File: config.mk
export PLATFORM = sky130hd
export DESIGN_NAME = tx_gearbox
export DESIGN_NICKNAME = d
export VERILOG_FILES = /design/src/rtl/eth_pcs_pkg.sv /design/src/rtl/tx_gearbox.sv
export SDC_FILE = /design/constraint.sdc
export NUM_CORES = 1
export LEC_CHECK = 0
export CAP_MARGIN = 40
export CELL_PAD_IN_SITES_DETAIL_PLACEMENT = 1
export CELL_PAD_IN_SITES_GLOBAL_PLACEMENT = 2
export CORE_MARGIN = 2
export CORE_UTILIZATION = 39
export DETAILED_ROUTE_END_ITERATION = 7
export PLACE_DENSITY_LB_ADDON = 0.1
export SLEW_MARGIN = 10
export SYNTH_ARGS = -nofsm -noshare
export SYNTH_HDL_FRONTEND = slang
export SYNTH_SLANG_ARGS = --single-unit
File: constraint.sdc
create_clock -name tx_clk -period 4.8 [get_ports tx_clk]
set_input_delay 1.2 -clock tx_clk [delete_from_list [all_inputs] [get_ports tx_clk]]
set_output_delay 1.2 -clock tx_clk [all_outputs]
set_load 0.1 [all_outputs]
File: src/rtl/eth_pcs_pkg.sv
// eth_pcs_pkg: shared 64B/66B PCS constants and block serialisation helper
package eth_pcs_pkg;

    localparam logic [1:0] SYNC_DATA = 2'b01;
    localparam logic [1:0] SYNC_CTRL = 2'b10;
    localparam int BLOCK_W  = 66;
    localparam int WORD_W   = 64;
    localparam int GB_BUF_W = 130;

    typedef enum logic [1:0] {
        SYNC_T_DATA = SYNC_DATA,
        SYNC_T_CTRL = SYNC_CTRL
    } sync_t;

    // Serial bit order: sync[0], sync[1], then payload bit 0 upward; bit 0 goes first.
    function automatic logic [BLOCK_W-1:0] block_to_serial(input logic [BLOCK_W-1:0] blk);
        return {blk[63:0], blk[65], blk[64]};
    endfunction

endpackage

File: src/rtl/tx_gearbox.sv
// tx_gearbox: 66-bit block to 64-bit word TX gearbox (32 blocks -> 33 words)
module tx_gearbox
    import eth_pcs_pkg::*;
#(
    parameter int DATA_IN_WIDTH  = BLOCK_W,
    parameter int DATA_OUT_WIDTH = WORD_W,
    parameter int BUF_WIDTH      = GB_BUF_W
) (
    input  logic                      tx_clk,
    input  logic                      tx_rst,
    input  logic [DATA_IN_WIDTH-1:0]  data_in,
    input  logic                      data_valid_in,
    output logic                      data_ready_out,
    output logic [DATA_OUT_WIDTH-1:0] data_out,
    output logic                      data_valid_out,
    input  logic                      data_ready_in,
    output logic [7:0]                fill_level
);

    logic [BUF_WIDTH-1:0] bits_q, bits_d, ins;
    logic [7:0]           count_q, count_d, base;
    logic                 out_fire, in_fire;

    assign data_valid_out = count_q >= 8'd64;
    assign data_out       = bits_q[DATA_OUT_WIDTH-1:0];
    assign fill_level     = count_q;

    // Drop the outgoing word first, then insert the new block right above the surviving bits.
    always_comb begin
        out_fire       = data_valid_out && data_ready_in;
        base           = out_fire ? count_q - 8'd64 : count_q;
        data_ready_out = base <= 8'd64;
        in_fire        = data_valid_in && data_ready_out;
        ins            = {{(BUF_WIDTH-DATA_IN_WIDTH){1'b0}}, block_to_serial(data_in)} << base;
        bits_d         = (out_fire ? bits_q >> DATA_OUT_WIDTH : bits_q) | (in_fire ? ins : '0);
        count_d        = in_fire ? base + 8'd66 : base;
    end

    // Bit buffer and fill count; reset discards any partial word.
    always_ff @(posedge tx_clk or negedge tx_rst) begin
        if (!tx_rst) begin
            bits_q  <= '0;
            count_q <= '0;
        end else begin
            bits_q  <= bits_d;
            count_q <= count_d;
        end
    end

endmodule
-- After elaboration in Yosys (flattened, before gate mapping)
Index checks and enable logic that the tools add are counted.
- register bits: 138
- input port bits: 70
- logic and storage cells: 14
- output and inout port bits: 74
- shifts and indexed selects: 1
- multiplexer cells: 4
- reduce and logical (&&, ||, !) cells: 2
- add/sub/neg operators: 2
- $lt $le $gt $ge: 2
- bitwise operators: 1
- operator list (operator ; count):
    two-way mux 130 bit ; 2
    OR 130 bit ; 1
    left shift 66 x 8 -> 130 bit ; 1
    two-way mux 8 bit ; 2
    adder 8 x 7 -> 8 bit (second input constant) ; 1
    >= comparator 8 x 7 -> 1 bit (second input constant) ; 1
    less-or-equal comparator 8 x 7 -> 1 bit (second input constant) ; 1
    subtractor 8 x 7 -> 8 bit (second input constant) ; 1
    logical AND 1 bit ; 2

-- Longest topological paths before layout
- depth after elaboration: 7
- gate-level depth with buffers: 11
- depth with buffers taken out: 7

-- Worst setup path after synthesis
Ideal clock, no wire load.
- path type: reg-to-output
- from: reg count_q[6] (netlist: fill_level[6])
- to: out data_ready_out
- arrival time: 3.430 ns
- cell stages (with the launch flop): 9
- data required time: 3.600 ns
- setup slack: 0.170 ns
- path buffers: 2
- cell sequence: dfrtp_1 > inv_1 > ha_1 > nor2b_1 > buf_2 > xnor2_1 > buf_2 > nor2_1 > nor2_1
- cells in the longest elaborated chain, start to end: 4
- elaborated cells on any way between the ends: 5
- those cells by class: add/sub (1); order compare (2); mux (1); reduce/logical (1)
- RTL lines (element ; line ; RTL):
    start: declaration ; tx_gearbox.sv:21 ; logic [7:0] count_q, count_d, base;
    start signal: assignment ; tx_gearbox.sv:46 ; count_q <= count_d;
    >= comparator 8 x 7 -> 1 bit ; tx_gearbox.sv:24 ; assign data_valid_out = count_q >= 8'd64;
    logical AND 1 bit ; tx_gearbox.sv:30 ; out_fire = data_valid_out && data_ready_in;
    two-way mux 8 bit (*) ; tx_gearbox.sv:31 ; base = out_fire ? count_q - 8'd64 : count_q;
    less-or-equal comparator 8 x 7 -> 1 bit (*) ; tx_gearbox.sv:32 ; data_ready_out = base <= 8'd64;
    end: declaration ; tx_gearbox.sv:13 ; output logic data_ready_out,
Every way passes the cells marked *; elsewhere a longest branch is shown, timed or not.

-- Final worst setup path
- from: in data_ready_in
- to: out data_ready_out
- cells in the longest elaborated chain, start to end: 3
- RTL lines (element ; line ; RTL):
    start: declaration ; tx_gearbox.sv:16 ; input logic data_ready_in,
    logical AND 1 bit ; tx_gearbox.sv:30 ;
    two-way mux 8 bit ; tx_gearbox.sv:31 ;
    less-or-equal comparator 8 x 7 -> 1 bit ; tx_gearbox.sv:32 ;
No other way between the ends.

==> summary.md <==
| Metric | Value |
|---|---|
| Status | complete, no violations |
| Fmax | between 200 and 250 MHz |
| IO Pins | between 100 and 150 |
| Top post-synthesis cells by area | dfrtp_1 (33%), mux4_2 (15%), mux2i_1 (6.8%) |
| Setup TNS | 0 ns |
| Resized Gates After CTS | 0 |
| Die Wd | 168 um |
| HPWL after DPL | 29500 um |
| Later-pin clock latency in the skew report | 0.43 ns |
| Largest net degree at the start of global routing | 73 |
| Vias per Instance | 6.28 |
| P&R area growth vs syn | 26.7% |
| Leading area contributor after synthesis | dfrtp_1 |
| Relative slew slack | 41.5% |
| Initial antenna violation count | 0 |
| Remaining global-route overflow | 0 |
| Sequential share of the synthesized area | between 30% and 40% |
| H-tree Lvls | 4 |
| Final nets | 1213 |
| Synth warn | 0 |
| Initial core utilization | 39.4% |
| Drt wl/cell | 26.6 um |
| CTS root buf | clkbuf_16 |
| Worst setup EP type | output pin |
| Core Rows | 60 |
| Final period util | 83.5% |
| Worst hold path type | register to register |
| Post-Route Skew | 0.0113 ns |
| Tot GR Track Use | 28.5% |
| Hold buffer count at CTS | 0 |
| M3 GR Usage | 3.22% |
| Area after DPL | 12800 sq um |
| Critical path fanouts, max | 12 |
| FF-to-FF path depth | 6 |
| Drt drc | 0 |
| Post-CTS Setup Inserts | 0 |
| Met1 usage in global routing | 44.0% |
| Setup Crit Path Kind | input pin to output pin |
| Worst hold path cell count | 2 |
| Post-Syn Area | 10500 sq um |
| Library cells used by synthesis | 74 |
| RSZ-0062 raised after global routing | no |
| GRT Max-Usage Layer | met1 |
| I/O Buffers | 142 |
| Worst-margin pin slew | 0.876 ns |
| Met2 Use GR | 43.2% |
| Worst Setup Slack post-DPL | 0.808 ns |
| Routed Antenna Nets | 0 |
| Layout cell share with drive strength beyond 1 | 22.3% |
| Vias in the first global route | around 9300 |
| Syn Nets | 1113 |
| Final WS setup | 0.792 ns |
| Worst EP required | approximately 3.6 ns |
| Post-Syn Instances | around 1000 |
| Design area | approximately 13000 sq um |
| WL final | 39700 um |
| Final hold violation count | 0 |
| DR iter-0 viols | 945 |
| Clk pin slew, worst setup/hold paths | 0.06 ns |
| Final Setup Violations | 0 |
| Synth top area share | between 30% and 40% |
| Total number of vias | 9380 |
| Max-cap violations | 0 |
| CTS tree | done |
| Number of synthesized flops with an enable pin | 0 |
| TritonCTS Buffers | 17 |
| Max-slew violation count | 0 |
| Min cycle time layout | 4.01 ns |
| Drt first pass iters | 5 |
| Clock sink total | 137 |
| Yosys reg bits | 137 |
| Post-synthesis async set-or-reset flop share | 100% |
| Crit path DAT | 2.81 ns |
| CTS max path bufs | 2 |
| RePlAce Congestion | 0.856 |
| Fill count | 2887 |
| Avg Cell Area, Syn | between 10 and 15 sq um |
| Die Y | 168 um |
| Global-route wire length before repair | about 60000 um |
| Startpoint Class | input pin |
| Main flop type after synthesis | dfrtp_1 |
| Hold slack final | about 0.48 ns |
| Core area | 26700 sq um |
| Antenna Cells | 0 |
| Die ar. | ~28000 sq um |
-- synthesized netlist by cell type (7+ instances only) --
cell / n
o221ai_1: 48
a22oi_1: 18
a2bb2oi_1: 8
inv_1: 11
a21oi_1: 17
clkbuf_1: 49
o22ai_1: 44
buf_6: 10
nand3_1: 13
o21ai_0: 39
nor2_1: 117
nand2_1: 110
buf_1: 8
mux2i_1: 72
a32oi_1: 20
mux4_2: 69
mux2_2: 38
dfrtp_1: 137
buf_4: 70
xnor2_1: 7
buf_2: 17
and3_1: 7
-- state kept, by name, summed over array words and instances, names as in the netlist --
name        count
fill_level      7
bits_q        130
-- metal layers --
| metal | share of wire, % | up-vias |
|---|---|---|
| li1 | - | 4113 |
| met1 | 48 | 4824 |
| met2 | 45 | 407 |
| met3 | 6.3 | 36 |
| met4 | 1.3 | 0 |
| met5 | 0 | - |
-- through the flow --
step,std cells,util [%]
2_1_floorplan,1040,-
3_3_place_gp,1386,43.5
3_5_place_dp,1462,47.9
4_1_cts,1493,49.9
5_1_grt,1493,49.9
6_report,1493,49.9
-- cell families after synthesis --
logic type | share of synthesized area, %
AOI/OAI and AO/OA | 17.9
buffers and inverters | 10.0
xor gates and xnor gates | 0.582
adders and majority gates | 0.357
muxes | 27.7
other | 0.0356
DFF | 32.6
and+or+nand+nor | 10.8
-- worst paths after layout --
| kind | from | to | slack [ns] |
|---|---|---|---|
| worst max-delay path | data_ready_in | data_ready_out | 0.79 |
| worst min-delay path | bits_q[104]$_DFF_PN0_ | bits_q[104]$_DFF_PN0_ | 0.48 |
| worst max register to register | fill_level[2]$_DFFE_PN0P_ | bits_q[99]$_DFF_PN0_ | 1.48 |
| worst min register to register | bits_q[104]$_DFF_PN0_ | bits_q[104]$_DFF_PN0_ | 0.48 |
| max in group asynchronous | tx_rst | bits_q[116]$_DFF_PN0_ | 3.14 |
| min in group asynchronous | tx_rst | bits_q[1]$_DFF_PN0_ | 0.62 |
-- layout make-up --
| cell class | count | area [sq um] | area share [%] |
|---|---|---|---|
| Sequential cell | 137 | 3440 | 25.8 |
| Clock inverter | 14 | 125 | 0.938 |
| Timing Repair Buffer | 240 | 2810 | 21.1 |
| Inverter | 14 | 52.6 | 0.394 |
| Clock buffer | 17 | 425 | 3.19 |
| Tap cell | 341 | 427 | 3.20 |
| Multi-Input combinational cell | 730 | 6070 | 45.5 |
-- worst max-delay path, stage by stage --
cell	delay (ns)
clkdlybuf4s50_1	0.57
nor2b_4	0.21
xnor2_1	0.12
buf_4	0.22
nor2_1	0.08
nor2_1	0.19
buf_12	0.21
-- cell usage in the layout (no fill, tap or decap), types with 5 or more instances in the layout --
master	n
o21ai_0	39
mux2i_1	72
a32oi_1	20
nand2_1	110
nor2_1	117
a22oi_1	18
mux4_2	69
dfrtp_1	133
o211ai_1	6
a21oi_1	17
o221ai_1	48
a221o_1	5
o22ai_1	44
inv_1	11
a21o_1	6
and3_1	7
buf_4	19
xnor2_1	7
buf_8	72
a22o_1	6
clkdlybuf4s50_1	140
mux4_1	6
nand3_1	12
a2bb2oi_1	8
clkbuf_16	17
mux2_2	38
Power is not shown: default switching activity piles up to over one toggle a cycle in this logic, so the estimate is an artifact.
